--- config.mk ---
export PLATFORM = sky130hd
export DESIGN_NAME = arrow_track_sequencer
export DESIGN_NICKNAME = d
export VERILOG_FILES = /design/src/rtl/arrow_track_sequencer.sv
export SDC_FILE = /design/constraint.sdc
export NUM_CORES = 1
export LEC_CHECK = 0
export CAP_MARGIN = 15
export CORE_ASPECT_RATIO = 0.9
export CORE_MARGIN = 2
export CORE_UTILIZATION = 45
export CTS_CLUSTER_DIAMETER = 60
export DETAILED_ROUTE_END_ITERATION = 7
export GPL_ROUTABILITY_DRIVEN = 0
export GPL_TIMING_DRIVEN = 0
export PLACE_DENSITY_LB_ADDON = 0.08
export SLEW_MARGIN = 20
export SYNTH_ARGS = -nofsm -noshare
export SYNTH_HDL_FRONTEND = slang
export SYNTH_SLANG_ARGS = --single-unit
--- constraint.sdc ---
create_clock -name clock -period 8.1 [get_ports clock]
set_clock_uncertainty 0.05 [all_clocks]
set_input_delay 0.81 -clock clock [delete_from_list [all_inputs] [get_ports clock]]
set_output_delay 0.81 -clock clock [all_outputs]
set_load 0.1 [all_outputs]
--- src/rtl/arrow_track_sequencer.sv ---
// Per-player scrolling arrow engine: steps the chart ROM into a 26-slot array,
// judges button presses at the target zone and keeps the hit indicator and score.
module arrow_track_sequencer #(
    parameter int          NUM_SLOTS   = 26,
    parameter logic [24:0] STEP_TICKS  = 25'd833333,
    parameter int          TARGET_SLOT = 23,
    parameter int          HOLD_STEPS  = 8,
    parameter int          CHART_AW    = 10
) (
    input  logic                   clock,
    input  logic                   reset,
    input  logic                   start,
    input  logic                   press_valid,
    input  logic [2:0]             press_code,
    output logic [CHART_AW-1:0]    chart_addr,
    input  logic [2:0]             chart_data,
    output logic [3*NUM_SLOTS-1:0] arrow_array,
    output logic [1:0]             indicator,
    output logic [15:0]            score,
    output logic                   playing,
    output logic                   done
);

    // state | meaning
    // IDLE  | after reset, waiting for start
    // PLAY  | stepping chart entries into slot 0
    // DRAIN | end of chart seen, shifting zeros in until the array is empty
    // DONE  | chart finished, array empty, score frozen until start
    localparam logic [1:0] S_IDLE  = 2'd0;
    localparam logic [1:0] S_PLAY  = 2'd1;
    localparam logic [1:0] S_DRAIN = 2'd2;
    localparam logic [1:0] S_DONE  = 2'd3;

    localparam int                HOLD_W      = $clog2(HOLD_STEPS + 1);
    localparam logic [HOLD_W-1:0] HOLD_RELOAD = HOLD_W'(HOLD_STEPS);

    logic [1:0]             state;
    logic [24:0]            tick;
    logic [HOLD_W-1:0]      hold;

    logic                   active;
    logic                   step;
    logic                   judge;
    logic                   code_ok;
    logic [2:0]             code_t;
    logic [2:0]             code_m;
    logic [2:0]             code_p;
    logic                   hit_t;
    logic                   hit_m;
    logic                   hit_p;
    logic [1:0]             judge_ind;
    logic [2:0]             slot0_in;
    logic [3*NUM_SLOTS-1:0] cleared;
    logic [3*NUM_SLOTS-1:0] shifted;
    logic                   miss;
    logic [16:0]            score_sum;
    logic [15:0]            score_next;

    assign active  = (state == S_PLAY) || (state == S_DRAIN);
    assign step    = active && (tick == STEP_TICKS - 25'd1);
    assign judge   = active && press_valid;
    assign playing = active;

    assign code_t  = arrow_array[3*TARGET_SLOT +: 3];
    assign code_m  = arrow_array[3*(TARGET_SLOT-1) +: 3];
    assign code_p  = arrow_array[3*(TARGET_SLOT+1) +: 3];
    assign code_ok = (press_code != 3'b000) && (press_code != 3'b111);

    // Priority: target slot, then the one above, then the one below.
    assign hit_t = judge && code_ok && (code_t == press_code);
    assign hit_m = judge && code_ok && !hit_t && (code_m == press_code);
    assign hit_p = judge && code_ok && !hit_t && !hit_m && (code_p == press_code);

    assign judge_ind = hit_t ? 2'b11 : ((hit_m || hit_p) ? 2'b10 : 2'b01);

    always_comb begin
        cleared = arrow_array;
        if (hit_t) cleared[3*TARGET_SLOT +: 3] = 3'b000;
        if (hit_m) cleared[3*(TARGET_SLOT-1) +: 3] = 3'b000;
        if (hit_p) cleared[3*(TARGET_SLOT+1) +: 3] = 3'b000;
    end

    // The end-of-chart code never enters the array; DRAIN feeds empties.
    assign slot0_in = ((state == S_PLAY) && (chart_data != 3'b111)) ? chart_data : 3'b000;
    assign shifted  = {cleared[3*NUM_SLOTS-4:0], slot0_in};
    assign miss     = step && (cleared[3*NUM_SLOTS-1 -: 3] != 3'b000);

    assign score_sum  = {1'b0, score} + (hit_t ? 17'd2 : ((hit_m || hit_p) ? 17'd1 : 17'd0));
    assign score_next = score_sum[16] ? 16'hFFFF : score_sum[15:0];

    always_ff @(posedge clock or posedge reset) begin
        if (reset) begin
            state       <= S_IDLE;
            tick        <= '0;
            hold        <= '0;
            arrow_array <= '0;
            indicator   <= 2'b00;
            score       <= '0;
            chart_addr  <= '0;
            done        <= 1'b0;
        end else begin
            done <= 1'b0;
            if (start) begin
                state       <= S_PLAY;
                tick        <= '0;
                hold        <= '0;
                arrow_array <= '0;
                indicator   <= 2'b00;
                score       <= '0;
                chart_addr  <= '0;
            end else if (active) begin
                tick        <= step ? 25'd0 : tick + 25'd1;
                score       <= score_next;
                arrow_array <= step ? shifted : cleared;

                if (judge) begin
                    indicator <= judge_ind;
                    hold      <= HOLD_RELOAD;
                end else if (miss) begin
                    indicator <= 2'b01;
                    hold      <= HOLD_RELOAD;
                end else if (step && (hold != '0)) begin
                    hold <= hold - HOLD_W'(1);
                    if (hold == HOLD_W'(1)) indicator <= 2'b00;
                end

                if (step && (state == S_PLAY)) begin
                    chart_addr <= chart_addr + CHART_AW'(1);
                    if (chart_data == 3'b111) state <= S_DRAIN;
                end

                if (step && (state == S_DRAIN) && (shifted == '0)) begin
                    done  <= 1'b1;
                    state <= S_DONE;
                end
            end
        end
    end

endmodule

### Yosys cells after proc, flatten, opt, wreduce, memory -nomap -nowiden

Index checks and enable logic that the tools add are counted.

* register bits: 138
* bits of input ports: 10
* output and inout bits: 108
* word-level logic and storage cells: 97

* add/sub/neg operators: 4
* equal/unequal tests: 10
* muxes and demuxes: 39
* reduce and logical (&&, ||, !) cells: 35

Operator list (count)
* $mux W78: 3
* $logic_not A78 Y1: 1
* $mux W25: 3
* $mux W16: 3
* $mux W10: 3
* $mux W2: 14
* $add A25 B1 Y25 const B: 1
* $eq A25 B20 Y1 const B: 1
* $mux W4: 5
* $add A16 B2 Y17: 1
* $logic_and A1 B1 Y1: 15
* $mux W3: 4
* $reduce_bool A3 Y1: 4
* $reduce_bool A4 Y1: 3
* $add A10 B1 Y10 const B: 1
* $eq A3 B3 Y1: 3
* $ne A3 B3 Y1 const B: 2
* $reduce_and A2 Y1: 3
* $reduce_and A3 Y1: 2
* $reduce_bool A2 Y1: 3
* $eq A4 B1 Y1 const B: 1
* $mux W1: 4
* $sub A4 B1 Y4 const B: 1
* $eq A3 B3 Y1 const B: 1
* other kinds (4): 6

### Longest topological paths before layout

* depth in word-level cells: 18
* depth in mapped cells: 17
* depth with buffers taken out: 15

### Least setup slack after synthesis

OpenSTA, ideal clock, no wires.

* kind: reg2reg
* start: register arrow_array[72]
* end: register score[3]
* setup time: 0.099 ns
* arrival time: 3.496 ns
* path slack: 4.454 ns
* cell stages (with the launch flop): 15
* buffers on the path: 1
* cells stage by stage: dfrtp_1 -> xor2_1 -> nor3_1 -> nand4_1 -> nand2_1 -> ha_1 -> inv_1 -> fa_1 -> nand2b_1 -> nor3_1 -> nand3_1 -> clkbuf_1 -> a21oi_1 -> nor2_1 -> a311oi_1

* longest elaborated chain between the ends: 9

RTL lines
* start, declared: line 17 `output logic [3*NUM_SLOTS-1:0] arrow_array,`
* start signal, assigned: line 114 `arrow_array <= step ? shifted : cleared;`
* $eq A3 B3 Y1: line 72 `assign hit_p = judge && code_ok && !hit_t && !hit_m && (code_p == press_code);`
* $logic_and A1 B1 Y1: line 72
* $logic_or A1 B1 Y1: line 88 `assign score_sum = {1'b0, score} + (hit_t ? 17'd2 : ((hit_m || hit_p) ? 17'd1 : 17'd0));`
* $mux W1: line 88
* $mux W2: line 88
* $add A16 B2 Y17: line 88
* $mux W16: line 89 `assign score_next = score_sum[16] ? 16'hFFFF : score_sum[15:0];`
* $mux W16: line 111 `end else if (active) begin`
* $mux W16: line 103 `if (start) begin`
* end signal, assigned: line 113 `score <= score_next;`
* end, declared: line 19 `output logic [15:0] score,`

Every way passes these cells. The select of a mux whose other input is x is not followed.
A chain may end at the register's enable or synchronous reset.

### Worst setup path in the final report

* start: input press_code[1]
* end: register score[3]

* longest elaborated chain between the ends: 17

RTL lines
* start, declared: line 14 `input logic [2:0] press_code,`
* $ne A3 B3 Y1 or $reduce_bool A3 Y1 (tied branches): line 67 `assign code_ok = (press_code != 3'b000) && (press_code != 3'b111);`
* $logic_and A1 B1 Y1: line 67
* $logic_and A1 B1 Y1: line 70, 71, 72
* $logic_and A1 B1 Y1: line 70 `assign hit_t = judge && code_ok && (code_t == press_code);`
* $logic_not A1 Y1: line 71, 72
* $logic_and A1 B1 Y1: line 71, 72
* $logic_and A1 B1 Y1: line 71 `assign hit_m = judge && code_ok && !hit_t && (code_m == press_code);`
* $logic_not A1 Y1: line 72
* $logic_and A1 B1 Y1 (2 in a row): line 72
* $logic_or A1 B1 Y1: line 88
* $mux W1: line 88
* $mux W2 (*): line 88
* $add A16 B2 Y17 (*): line 88
* $mux W16 (*): line 89
* $mux W16 (*): line 111
* $mux W16 (*): line 103

Mark *: on every way between the ends. The rest lies on a longest branch, timed or not. The select of a mux whose other input is x is not followed.

==> run_results.csv <==
group,metric,value,unit
setup_path,cp.arrival,4.72,ns
detailed_routing,via_count,6235,
timing,rsz0062_at_grt,"false",
floorplanning,die_x,134,um
layout,syn_to_final_growth,29.4,%
floorplanning,die_h,121,um
setup_path,critPathLaunchType,"input port",
timing,timing.final.crit_share,55.0,%
clocking,postCtsSetupBuffers,0,
logic_synthesis,synth_compound_area_share,11.7,%
pwr,p_per_area,172,mW/mm^2
placed_design,dp_worst_setup_slack,3.27,ns
clocking,cts-htree-levels,4,
setup_path,crit_chain,"clkdlybuf4s50_1, and3_1, nor3_1, nand4_1, nand2_1, ha_1, inv_1, fa_1, nand2b_1, nor3_1, nand3_1, clkbuf_1, a21oi_1, nor2_1, a311oi_1",
timing,timing.setup.tns,0,ns
setup_path,reg2reg_slack,3.68,ns
placed_design,portBuffers,117,
setup_path,crit_fanout,10,
detailed_routing,drt-pass1-iter-count,5,
outcome,status,"completed",
timing,hold_viol_final,0,
logic_synthesis,syn_area,0.00681,mm^2
detailed_routing,postRouteAntennaNets,0,
min_path,whs_endpoint,"hold[1]$_DFFE_PP0P_",
global_routing,grt_max_degree,75,
pwr,leakagePower,3.64,nW
global_routing,grt_overflow,0,
global_routing,grtUsageTotal,24.8,%
floorplanning,io_pins,118,
global_routing,grt_pass1_wl,31.4,mm
flow_run,drv_cap,0,
setup_path,worstRegToRegCells,17,
logic_synthesis,async_reset_ff_share,100,%
clocking,hold_buffers,0,
logic_synthesis,syn-num-nets,784,
logic_synthesis,ys_seq_area_share,50.7,%
logic_synthesis,synth.most_common_cell,"nand2_1",
clocking,clk_pin_slew,0.05,ns
logic_synthesis,synth_simple_gate_area_share,26.8,%
logic_synthesis,avgSynthCellArea,8.93,um^2
timing,fmax,0.225,GHz
timing,period_minus_slack,4.45,ns
detailed_routing,vias_per_cell,5.62,
layout,stdcell_area,0.00882,mm^2
placed_design,placed_cell_area,0.00827,mm^2
detailed_routing,route.detailed.drc,0,
setup_path,endpoint_kind,"flop",
setup_path,critical_path_required,8.37,ns
clocking,cts.path.max_buffers,2,
setup_path,rr_startpoint,"state[0]$_DFFE_PP0P_",
clocking,cts_root_buf,"clkbuf_16",
layout,diodes,0,
logic_synthesis,synthAdderAreaFrac,2.13,%
detailed_routing,wl_per_cell,17.5,um
floorplanning,dieArea,0.0161,mm^2
clocking,worstSkewPairLatency,0.42,ns
clocking,postCtsResizedCells,0,
clocking,cts_sinks,138,
clocking,cts_tree,"done",
floorplanning,floorplan.initialDensity,46.1,%
logic_synthesis,synth_top_area_cell,"dfrtp_1",
placed_design,dpl.hpwl,13.9,mm
timing,setup-violations-final,0,
layout,fillers,1279,
timing,layout_setup_ws,3.65,ns
logic_synthesis,synthCells,763,
setup_path,r2r-end,"score[3]$_DFFE_PP0P_",
timing,relSlewSlack,32.5,%
logic_synthesis,synthDistinctLibCells,53,
setup_path,critPathMaxStageDelay,0.56,ns
logic_synthesis,synth_ff_type,"dfrtp_1",
setup_path,cp_slowest_cell,"clkdlybuf4s50_1",
logic_synthesis,synthTopCellsByCount,"nand2_1, dfrtp_1, a21oi_1, nor2_1, nand3_1",
logic_synthesis,synth_edf_count,0,
logic_synthesis,synthXorXnorAreaFrac,4.50,%
logic_synthesis,ys_warn_count,0,
logic_synthesis,synth_top_area_share,50.7,%
detailed_routing,wirelength,19.4,mm
pwr,ir_drop,144,uV
logic_synthesis,ys_ff_latch,138,
min_path,hp-start,"hold[1]$_DFFE_PP0P_",
logic_synthesis,synth.area.mux_share,0.936,%
min_path,hp-class,"flop to flop",
global_routing,first_global_vias,5941,
setup_path,path_common_cell,"nor3_1",
floorplanning,rows,42,
layout,drive_gt1_share,5.05,%
detailed_routing,first_iter_violations,444,
floorplanning,core-area,0.0148,mm^2
min_path,holdPathStages,2,
timing,finalMaxSlewViolations,0,
timing,worst_pin_slew,1.01,ns
logic_synthesis,synth_top_family_by_area,"simple AND/OR/NAND/NOR gates",
layout,nNetsFinal,921,
pwr,finalPower,1.52,mW
setup_path,critical_path_class,"input port to flop",
logic_synthesis,yosys-top-cells-area,"dfrtp_1, nand2_1, a21oi_1",
global_routing,antenna_found_initial,0,
clocking,numCtsBuffers,17,
==> cell type report <==
class	count	area (um^2)	area share, %
plain buffers	39	155	1.76
clock buffers	21	450	5.11
clock inverters	9	100	1.14
inverters	17	71.3	0.809
multi-input cells	569	3140	35.6
flip-flops and latches	138	3450	39.2
well taps	198	248	2.81
repair buffers	118	1200	13.6
==> cell usage in the layout, fill, tap and decap left out, drive strengths merged, types with 7 or more instances in the layout <==
master	n
and3	9
clkbuf	51
xnor2	17
nor2b	7
o21ai	9
nor3	21
buf	10
nor2	58
nand2	169
dfrtp	138
ha	10
or4	7
nand3	33
nor4	28
nand4	19
clkdlybuf4s50	117
xor2	18
inv	17
a21oi	91
==> sequential cells by signal, indices dropped and copies added, names as in the netlist <==
name / flops
arrow_array: 78
chart_addr: 10
done: 1
hold: 4
indicator: 2
score: 16
state: 2
tick: 25
==> worst max path at each step <==
stage	startpoint	slack (ns)	end	cells after the start
after global routing	state[0]$_DFFE_PP0P_	3.17	score[3]$_DFFE_PP0P_	17
after global placement	reset	1.60	arrow_array[14]$_DFFE_PP0P_	2
after floorplan	reset	3.54	arrow_array[0]$_DFFE_PP0P_	1
after CTS	press_code[1]	3.70	score[3]$_DFFE_PP0P_	15
after detailed placement	press_code[1]	3.27	score[3]$_DFFE_PP0P_	15
final	press_code[1]	3.65	score[3]$_DFFE_PP0P_	15
==> logic make-up after synthesis <==
logic type / count (synthesis)
muxes: 6
xor gates and xnor gates: 35
buffers and inverters: 56
AOI/OAI and AO/OA: 135
and+or+nand+nor: 382
adders and majority gates: 11
DFF: 138
==> metal layers <==
| metal | share of wire [%] | track usage (%) |
|---|---|---|
| met5 | 0 | 0 |
| met4 | 1.1 | 6.98 |
| met3 | 5.8 | 6.42 |
| met2 | 46 | 36.8 |
| met1 | 47 | 35.9 |
==> where the power goes <==
group / leakage, nW / switching (mW) / internal [mW]
Clock: 0.268 / 0.287 / 0.454
Sequential: 1.92 / 0.00469 / 0.694
Combinational: 1.45 / 0.0540 / 0.0217
Total: 3.64 / 0.346 / 1.17
==> stage by stage <==
step	utilization, %	cells	hold slack [ns]
2_1_floorplan	-	763	0.415
3_3_place_gp	55.8	1078	0.437
3_5_place_dp	56.0	1079	0.452
4_1_cts	59.7	1109	0.464
5_1_grt	59.7	1109	0.499
6_report	59.7	1109	0.464
==> critical path: cells and delay by family <==
| family | cells | cell delay, ns |
|---|---|---|
| compound gates | 2 | 0.43 |
| simple gates | 8 | 1.96 |
| fa+ha+maj | 2 | 0.61 |
| buf+inv | 3 | 0.88 |
Power figures use the tool's default switching activity.
